**config.mk**
```make
export PLATFORM = sky130hd
export DESIGN_NAME = reservation_arbiter
export DESIGN_NICKNAME = d
export VERILOG_FILES = /design/src/rtl/train_pkg.sv /design/src/rtl/rr_pick.sv /design/src/rtl/reservation_arbiter.sv
export SDC_FILE = /design/constraint.sdc
export NUM_CORES = 1
export LEC_CHECK = 0
export BUFFER_PORTS_ARGS = -buffer_cell sky130_fd_sc_hd__buf_4
export CAP_MARGIN = 20
export CORE_MARGIN = 2
export CORE_UTILIZATION = 51
export DETAILED_ROUTE_END_ITERATION = 7
export MAX_ROUTING_LAYER = met4
export PLACE_DENSITY = 0.81
export SLEW_MARGIN = 5
export SYNTH_ARGS = -nofsm -noshare
export SYNTH_HDL_FRONTEND = slang
export SYNTH_SLANG_ARGS = --single-unit
```
**constraint.sdc**
```tcl
create_clock -name clk -period 2.4 [get_ports clk]
set_input_delay 0.24 -clock clk [delete_from_list [all_inputs] [get_ports clk]]
set_output_delay 0.24 -clock clk [all_outputs]
set_load 0.1 [all_outputs]
```
**src/rtl/train_pkg.sv**
```systemverilog
`default_nettype none
// ============================================================================
// Module      : train_pkg
// Description : Shared types and defaults for the seat-booking reservation
//               arbiter (state encoding, default sizing, index-width helper).
// Revision    : 1.0 - initial release
// ============================================================================
package train_pkg;

    localparam int c_DEF_N         = 4;
    localparam int c_DEF_MAX_RETRY = 2;
    localparam int c_DEF_TIMEOUT   = 15;

    // Requester index width; never below one bit so a two-way arbiter still has an index.
    function automatic int idw_of(input int n);
        return (n <= 2) ? 1 : $clog2(n);
    endfunction

    typedef enum logic [2:0] {
        ST_IDLE  = 3'd0,
        ST_ISSUE = 3'd1,
        ST_BUSY  = 3'd2,
        ST_RETRY = 3'd3,
        ST_HEAL  = 3'd4
    } state_t;

endpackage
`default_nettype wire

```
**src/rtl/rr_pick.sv**
```systemverilog
`default_nettype none
// ============================================================================
// Module      : rr_pick
// Description : Combinational round-robin selector: first set request bit at
//               or after rr_ptr, wrapping modulo N.
// Revision    : 1.0 - initial release
// ============================================================================
module rr_pick import train_pkg::*; #(
    parameter int N   = c_DEF_N,
    parameter int IDW = idw_of(N)
) (
    input  logic [N-1:0]   req,
    input  logic [IDW-1:0] rr_ptr,
    output logic [N-1:0]   pick_oh,
    output logic [IDW-1:0] pick_idx,
    output logic           pick_valid
);

    localparam logic [IDW:0] c_N = (IDW+1)'(N);

    logic [IDW:0]   w_sum;
    logic [IDW-1:0] w_k;

    always_comb begin
        pick_oh    = '0;
        pick_idx   = '0;
        pick_valid = 1'b0;
        w_sum      = '0;
        w_k        = '0;
        for (int i = 0; i < N; i++) begin
            // One spare bit holds rr_ptr+i (at most 2N-2) before the modulo fold.
            w_sum = {1'b0, rr_ptr} + (IDW+1)'(i);
            if (w_sum >= c_N) begin
                w_sum = w_sum - c_N;
            end
            w_k = w_sum[IDW-1:0];
            if (!pick_valid && req[w_k]) begin
                pick_valid   = 1'b1;
                pick_idx     = w_k;
                pick_oh[w_k] = 1'b1;
            end
        end
    end

endmodule
`default_nettype wire

```
**src/rtl/reservation_arbiter.sv**
```systemverilog
`default_nettype none
// ============================================================================
// Module      : reservation_arbiter
// Description : Round-robin arbiter sharing one seat-booking engine, with
//               bounded retry, watchdog timeout and predictive heal handshake.
// Revision    : 1.0 - initial release
// ============================================================================
module reservation_arbiter import train_pkg::*; #(
    parameter int N         = c_DEF_N,
    parameter int IDW       = idw_of(N),
    parameter int MAX_RETRY = c_DEF_MAX_RETRY,
    parameter int TIMEOUT   = c_DEF_TIMEOUT
) (
    input  logic           clk,
    input  logic           rst_n,
    input  logic [N-1:0]   req,
    output logic [N-1:0]   gnt,
    output logic           eng_start,
    output logic [IDW-1:0] eng_id,
    input  logic           eng_done,
    input  logic           eng_fault,
    input  logic           predict_flag,
    output logic           heal_req,
    input  logic           heal_done,
    output logic [N-1:0]   done_vec,
    output logic [N-1:0]   err_vec,
    output logic           busy
);

    localparam logic [2:0]     c_MAX_RETRY = 3'(MAX_RETRY);
    localparam logic [7:0]     c_TIMEOUT   = 8'(TIMEOUT);
    localparam logic [IDW-1:0] c_LAST      = IDW'(N-1);

    state_t         r_state, w_state;
    logic [N-1:0]   r_gnt, w_gnt;
    logic [N-1:0]   r_done, w_done;
    logic [N-1:0]   r_err, w_err;
    logic [IDW-1:0] r_eng_id, w_eng_id;
    logic [IDW-1:0] r_rr_ptr, w_rr_ptr;
    logic [2:0]     r_retry, w_retry;
    logic [7:0]     r_tmo, w_tmo;
    logic           r_heal_pend, w_heal_pend;
    logic           r_eng_start, r_heal_req, r_busy;

    logic [N-1:0]   w_pick_oh;
    logic [IDW-1:0] w_pick_idx;
    logic           w_pick_valid;
    logic           w_fault;
    logic [IDW-1:0] w_ptr_nxt;

    rr_pick #(
        .N   (N),
        .IDW (IDW)
    ) u_rr_pick (
        .req        (req),
        .rr_ptr     (r_rr_ptr),
        .pick_oh    (w_pick_oh),
        .pick_idx   (w_pick_idx),
        .pick_valid (w_pick_valid)
    );

    // A timeout counts as a fault and outranks a simultaneous done.
    assign w_fault   = eng_fault || (r_tmo == c_TIMEOUT);
    assign w_ptr_nxt = (r_eng_id == c_LAST) ? '0 : r_eng_id + 1'b1;

    always_comb begin
        w_state     = r_state;
        w_gnt       = r_gnt;
        w_eng_id    = r_eng_id;
        w_rr_ptr    = r_rr_ptr;
        w_retry     = r_retry;
        w_tmo       = r_tmo;
        w_heal_pend = r_heal_pend;
        w_done      = '0;
        w_err       = '0;
        case (r_state)
            ST_IDLE: begin
                if (r_heal_pend || predict_flag) begin
                    w_state = ST_HEAL;
                end else if (w_pick_valid) begin
                    w_state  = ST_ISSUE;
                    w_gnt    = w_pick_oh;
                    w_eng_id = w_pick_idx;
                end
            end
            ST_ISSUE: begin
                w_tmo   = '0;
                w_state = ST_BUSY;
            end
            ST_BUSY: begin
                if (w_fault && (r_retry < c_MAX_RETRY)) begin
                    w_retry = r_retry + 3'd1;
                    w_state = ST_RETRY;
                end else if (w_fault || eng_done) begin
                    if (w_fault) begin
                        w_err[r_eng_id] = 1'b1;
                    end else begin
                        w_done[r_eng_id] = 1'b1;
                    end
                    w_gnt    = '0;
                    w_rr_ptr = w_ptr_nxt;
                    w_retry  = '0;
                    w_state  = ST_IDLE;
                end else begin
                    w_tmo = r_tmo + 8'd1;
                end
            end
            ST_RETRY: begin
                w_state = ST_ISSUE;
            end
            ST_HEAL: begin
                if (heal_done) begin
                    w_heal_pend = 1'b0;
                    w_state     = ST_IDLE;
                end
            end
            default: begin
                w_state = ST_IDLE;
            end
        endcase
        // A prediction during a transaction never aborts it; heal follows the next IDLE.
        if (predict_flag && (r_state == ST_ISSUE || r_state == ST_BUSY || r_state == ST_RETRY)) begin
            w_heal_pend = 1'b1;
        end
    end

    always_ff @(posedge clk or negedge rst_n) begin
        if (!rst_n) begin
            r_state     <= ST_IDLE;
            r_gnt       <= '0;
            r_done      <= '0;
            r_err       <= '0;
            r_eng_id    <= '0;
            r_rr_ptr    <= '0;
            r_retry     <= '0;
            r_tmo       <= '0;
            r_heal_pend <= 1'b0;
            r_eng_start <= 1'b0;
            r_heal_req  <= 1'b0;
            r_busy      <= 1'b0;
        end else begin
            r_state     <= w_state;
            r_gnt       <= w_gnt;
            r_done      <= w_done;
            r_err       <= w_err;
            r_eng_id    <= w_eng_id;
            r_rr_ptr    <= w_rr_ptr;
            r_retry     <= w_retry;
            r_tmo       <= w_tmo;
            r_heal_pend <= w_heal_pend;
            r_eng_start <= (w_state == ST_ISSUE);
            r_heal_req  <= (w_state == ST_HEAL);
            r_busy      <= (w_state != ST_IDLE);
        end
    end

    assign gnt       = r_gnt;
    assign eng_start = r_eng_start;
    assign eng_id    = r_eng_id;
    assign heal_req  = r_heal_req;
    assign done_vec  = r_done;
    assign err_vec   = r_err;
    assign busy      = r_busy;

endmodule
`default_nettype wire
```
==> impl_metrics.ini, run 1 <==
[sta]
hold_violations = 0
min_period_ps = 2264
slew_viol_final = 0
timing.fmax_mhz = 441.8
skew_ps = 3.429
slew_headroom = 0.6234
setup_ws_ps = 136.5
setup_viol_count_final = 0
fin_crit_sh = 0.9431
worstMarginPinSlew_ps = 550.7

[worst_setup_path]
cp.arrival_ps = 2440
ff2ff_path_depth = 7
setup.worst_path.end_class = register
worstReg2RegStart = r_rr_ptr[1]
crit_fanout = 8
cp.required_ps = 2580
cp-start-kind = register
criticalPathCategory = register to register
rrSetupSlack_ps = 140
r2r_end = r_state[0]

[yosys]
ys_seq_elements = 34
synth_compound_area_frac = 0.1523
synth_edf_count = 0
netlist_instances = 182
synthArstFlopShare = 1.000
avgSynthCellArea_um2 = 10.79
syn_nets = 206
synth-seq-area-share = 0.4334
synthDistinctLibCells = 45
synthAdderAreaFrac = 0.08923
syn_area_um2 = 1963
synth_top_family_by_area = simple AND/OR/NAND/NOR gates
synth_xor_area_frac = 0.01785
synthMuxAreaShare = 0.07712
synth-simple-area-share = 0.1938
synthFlopType = dfrtp_1
ys_warn_count = 0

[placed_design]
place_area_um2 = 2236
dp_slack_ps = 68.40
gp_congestion = 0.8473
io_buffers = 26
dp.cells = 257
dp_hpwl_um = 2817

[power]
power_density_nw_per_um2 = 1342
cellInternalPower_mw = 1.690
power.total_mw = 3.191
seqPwrFrac = 0.269
p_leak_nw = 1.109
clock_power_share = 0.163
vdd_drop_max_mv = 0.9711
p_comb_frac = 0.569
netSwitchingFraction = 0.4706
power.switching_mw = 1.502

[cts]
clockRootBuffer = clkbuf_8
cts_made_buffers = 5
cts_tree = done
h-tree-depth = 2
cts_buffer_depth = 2
cts.sinks = 34
clkTransAtPathRegs_ps = 70
cts_setup_buffers = 0
clk_latency_ps = 290

[drt]
vias_per_cell = 5.613
drc = 0
antenna_left = 0
first_iter_violations = 105
first_pass_iters = 4
route.vias.total = 1493
routedWlPerCell_um = 14.60
wl_um = 3883

[layout]
finalInstanceArea_um2 = 2377
drive_gt1_frac = 0.2752
instances_no_fill = 266
fill_cells = 295
final_cell_mix = dfrtp_1, buf_4, nand2_1
finalNetCount = 241
final_common_cell = dfrtp_1
final_util = 0.6445
syn_to_final_growth_pct = 21.10
diodes = 0

[hold_path]
hp-class = input port to register
holdPathEnd = heal_req
hold_start = heal_done
min_path_cells = 2

[global_route]
grt_pass1_wl_um = 6589
grt_antenna_before_repair = 0
top_usage_layer = met2
met1_usage = 0.2761
globalRouteTotalUtil = 0.2080
grtUsageMet3 = 0.04940
globalRouteMet2Util = 0.3056
grt_pass1_vias = 1392
grt_max_degree = 35
grt_overflow = 0

[floorplan]
fp.dieH_um = 66.04
fp.dieArea_um2 = 4361
core_um2 = 3689
io-pin-count = 27
rows = 22
start_util = 0.5322
die_w_um = 66.04

[job]
maxCapViolations = 0

[status]
outcome = completed
## cell usage after synthesis, types with 3 or more instances
cell / instances / area [um2]
a21oi_1: 4 / 20.02
a221o_2: 4 / 45.04
a22oi_1: 4 / 30.03
and2_1: 4 / 25.02
and4_1: 4 / 35.03
buf_6: 3 / 33.78
dfrtp_1: 34 / 850.8
ha_1: 14 / 175.2
inv_1: 8 / 30.03
mux2_2: 3 / 33.78
nand2_1: 15 / 56.30
nand2b_1: 6 / 37.54
nand3_1: 5 / 25.02
nor2_1: 14 / 52.55
nor3_1: 4 / 20.02
o211ai_1: 3 / 22.52
o21ai_0: 9 / 45.04
o2bb2ai_1: 4 / 35.03
xnor2_1: 4 / 35.03
## sequential cells by signal (all words and copies together) (netlist names)
signal / cells
r_tmo: 8
done_vec: 4
err_vec: 4
gnt: 4
r_retry: 3
r_state: 3
eng_id: 2
r_rr_ptr: 2
busy: 1
eng_start: 1
heal_req: 1
r_heal_pend: 1
## per-stage QoR
| stage | hold WS (ps) | TNS (ps) |
|---|---|---|
| 3_5_place_dp | 204.5 | 0 |
| 2_1_floorplan | -55.59 | 0 |
| 5_1_grt | 183.6 | -2.371 |
| 4_1_cts | 163.5 | 0 |
| 6_report | 171.3 | 0 |
| 3_3_place_gp | 205.4 | 0 |
## cell families (layout without fill, tap and decap cells)
kind of cell,Yosys count,after routing
simple gates,68,68
compound gates,40,40
flops,34,34
fa+ha+maj,14,14
buf+inv,13,49
mux,9,9
xor+xnor,4,4
## power by group through the flow
stage	clock network, mW	logic (mW)	registers (mW)
floorplan	0	0.922	1.34
CTS	0.530	1.79	0.852
detailed placement	0	1.78	0.857
global route	0.555	1.97	0.879
global placement	0	1.74	0.857
finish	0.520	1.81	0.857
## worst max-delay path, stage by stage (launching register included)
cell and delay, ps:
dfrtp_1 340, inv_1 110, ha_4 320, mux4_2 600, nor4_2 220, nand4bb_4 270
nand2_4 60, or2_1 230
## layer usage
layer / wire length, um / part of all wire
met5: 0 / 0
met4: 95 / 0.024
met3: 136 / 0.035
met2: 1841 / 0.47
met1: 1810 / 0.47
## cell type report
cell class | count | area, um2 | area share
Tap cell | 48 | 60.06 | 0.02526
Timing Repair Buffer | 33 | 250.2 | 0.1053
Clock buffer | 5 | 68.82 | 0.02895
Multi-Input combinational cell | 135 | 1076 | 0.4526
Clock inverter | 3 | 40.04 | 0.01684
Inverter | 8 | 30.03 | 0.01263
Sequential cell | 34 | 852.1 | 0.3584
## timing repair
item / CTS / global route
gates resized for setup: 0 / 3
endpoints found under the setup margin: 0 / 6
hold endpoints to repair: 34 / 0
hold buffers: 1 / 0
## how the worst max path moves through the flow
stage | from | to | slack, ps | cells past startpoint
after CTS | r_rr_ptr[1] | r_state[0] | 50 | 7
after global placement | r_rr_ptr[1] | r_state[0] | 150 | 7
after detailed placement | r_rr_ptr[1] | r_state[0] | 70 | 7
after floorplan | r_rr_ptr[0] | r_state[0] | 30 | 9
after global routing | r_rr_ptr[1] | r_state[0] | -2 | 7
final | r_rr_ptr[1] | r_state[0] | 140 | 7
(Power assumes the default switching activity.)
==> run 2, diff against run 1 <==
--- a/config.mk
+++ b/config.mk
@@ -6,12 +6,12 @@
 export NUM_CORES = 1
 export LEC_CHECK = 0
 export BUFFER_PORTS_ARGS = -buffer_cell sky130_fd_sc_hd__buf_4
-export CAP_MARGIN = 20
 export CORE_MARGIN = 2
-export CORE_UTILIZATION = 51
+export CORE_UTILIZATION = 53
+export CTS_BUF_LIST = sky130_fd_sc_hd__clkbuf_2 sky130_fd_sc_hd__clkbuf_4 sky130_fd_sc_hd__clkbuf_8
 export DETAILED_ROUTE_END_ITERATION = 7
 export MAX_ROUTING_LAYER = met4
-export PLACE_DENSITY = 0.81
+export PLACE_DENSITY = 0.83
 export SLEW_MARGIN = 5
 export SYNTH_ARGS = -nofsm -noshare
 export SYNTH_HDL_FRONTEND = slang
==> impl_metrics.ini, run 2 (synthesis gave the netlist of run 1 again) <==
[sta]
min_period_ps = 2263
slew_viol_final = 0
worstMarginPinSlew_ps = 606.5
tns_ps = 0
setup_ws_ps = 137.3
slew_headroom = 0.5852
skew_ps = 4.264
rsz0062_at_grt = no
timing.fmax_mhz = 442.0
setup_viol_count_final = 0
fin_crit_sh = 0.9428
hold_violations = 0

[layout]
drive_gt1_frac = 0.2740
fill_cells = 280
syn_to_final_growth_pct = 22.05
instances_no_fill = 267
largest_reg_flops = 8
finalNetCount = 242
diodes = 0
final_cell_mix = dfrtp_1, buf_4, nand2_1
finalInstanceArea_um2 = 2396
regMostFlops = r_tmo

[cts]
cts.sinks = 34
clockRootBuffer = clkbuf_8
clk_latency_ps = 290
clkTransAtPathRegs_ps = 70
cts_setup_buffers = 0
cts_made_buffers = 5
cts_buffer_depth = 2
h-tree-depth = 2
cts_tree = done

[global_route]
grt_pass1_vias = 1464
grt_max_degree = 35
grt_pass1_wl_um = 6568
globalRouteTotalUtil = 0.2056
grt_overflow = 0
grt_antenna_before_repair = 0

[status]
outcome = completed

[power]
p_comb_frac = 0.546
cellInternalPower_mw = 1.793
seqPwrFrac = 0.261
netSwitchingFraction = 0.4504
vdd_drop_max_mv = 0.7030
power_density_nw_per_um2 = 1362
clock_power_share = 0.193
p_leak_nw = 1.122
power.switching_mw = 1.470

[worst_setup_path]
worstPathCellList = inv_1 > ha_4 > mux4_2 > nor4_2 > inv_1 > o221ai_1 > o2bb2ai_1
cp.required_ps = 2610
cp-start-kind = register
critPathSlowestCell = mux4_2
criticalPathCategory = register to register
max_stage_delay_ps = 590
crit_fanout = 8
cp_common_cell = inv_1
cp.arrival_ps = 2470
setup.worst_path.end_class = register

[floorplan]
start_util = 0.5444
fp.dieArea_um2 = 4207
fp.dieH_um = 64.86
io-pin-count = 27
rows = 22
die_w_um = 64.86
core_um2 = 3606

[drt]
wl_um = 3727
antenna_left = 0
first_iter_violations = 46
vias_per_cell = 5.547
routedWlPerCell_um = 13.96
route.vias.total = 1481
first_pass_iters = 4
drc = 0

[placed_design]
dp_hpwl_um = 2827
dp.cells = 258
dp_slack_ps = 111.8
io_buffers = 26
place_area_um2 = 2243
gp_congestion = 0.8717

[job]
maxCapViolations = 0

[hold_path]
hp-class = input port to register
run 2: cell count changes in the layout (fill, tap and decap cells not counted):
| cell | before | now |
|---|---|---|
| buf_4 | 32 | 33 |
| bufinv_16 | 1 | 2 |
| clkinv_2 | 2 | 0 |
| clkinv_4 | 0 | 1 |
| nand4bb_2 | 0 | 1 |
| nand4bb_4 | 1 | 0 |
| o221ai_1 | 1 | 2 |
| o221ai_2 | 1 | 0 |
run 2: cell type report:
type	count	area [um2]	area share
clock buffer	5	68.82	0.02872
clock inverter	3	68.82	0.02872
inverter	8	30.03	0.01253
multi-input combinational	135	1059	0.4418
sequential	34	852.1	0.3556
tap	48	60.06	0.02507
timing repair buffer	34	257.7	0.1076
run 2: repair_timing:
item,CTS,global route
hold buffers,1,0
hold endpoints to repair,34,0
endpoints found under the setup margin,0,7
gates resized for setup,0,1
run 2: per-layer routing:
layer	share of wire	GRT usage	up-vias
li1	-	-	738
met1	0.46	0.2491	721
met2	0.50	0.3428	16
met3	0.022	0.04688	6
met4	0.015	0.06383	0
met5	0	-	-
run 2: critical path, delay by kind of cell, from the launching register on:
| kind | cells | cell delay (ps) |
|---|---|---|
| fa+ha+maj | 1 | 320 |
| flops | 1 | 360 |
| simple gates | 1 | 210 |
| compound gates | 2 | 520 |
| mux | 1 | 590 |
| buf+inv | 2 | 170 |
run 2: path summary, 6_finish.rpt:
| path | cells after the start | slack (ps) | start | end |
|---|---|---|---|---|
| worst min register to register | 1 | 500 | gnt[1] | gnt[1] |
| worst max register to register | 7 | 140 | r_rr_ptr[0] | gnt[3] |
| min in group asynchronous | 2 | 450 | rst_n | eng_id[1] |
| max in group asynchronous | 2 | 1630 | rst_n | r_rr_ptr[0] |
| worst max-delay path | 7 | 140 | r_rr_ptr[0] | gnt[3] |
| worst min-delay path | 2 | 190 | heal_done | heal_req |
run 2: power groups by stage:
| stage | Sequential, mW | Clock [mW] | Combinational (mW) |
|---|---|---|---|
| after detailed placement | 0.862 | 0 | 1.78 |
| after floorplan | 1.34 | 0 | 0.922 |
| after global placement | 0.855 | 0 | 1.75 |
| after CTS | 0.854 | 0.636 | 1.78 |
| after global routing | 0.874 | 0.667 | 1.93 |
| final | 0.853 | 0.629 | 1.78 |
run 2: per-stage QoR:
stage / utilization / power (mW) / hold slack [ps]
after global routing: 0.6645 / 3.468 / 211.5
after detailed placement: 0.6221 / 2.638 / 210.0
after floorplan: - / 2.263 / -55.59
after global placement: 0.6221 / 2.603 / 202.2
final: 0.6645 / 3.263 / 190.4
after CTS: 0.6631 / 3.270 / 186.1
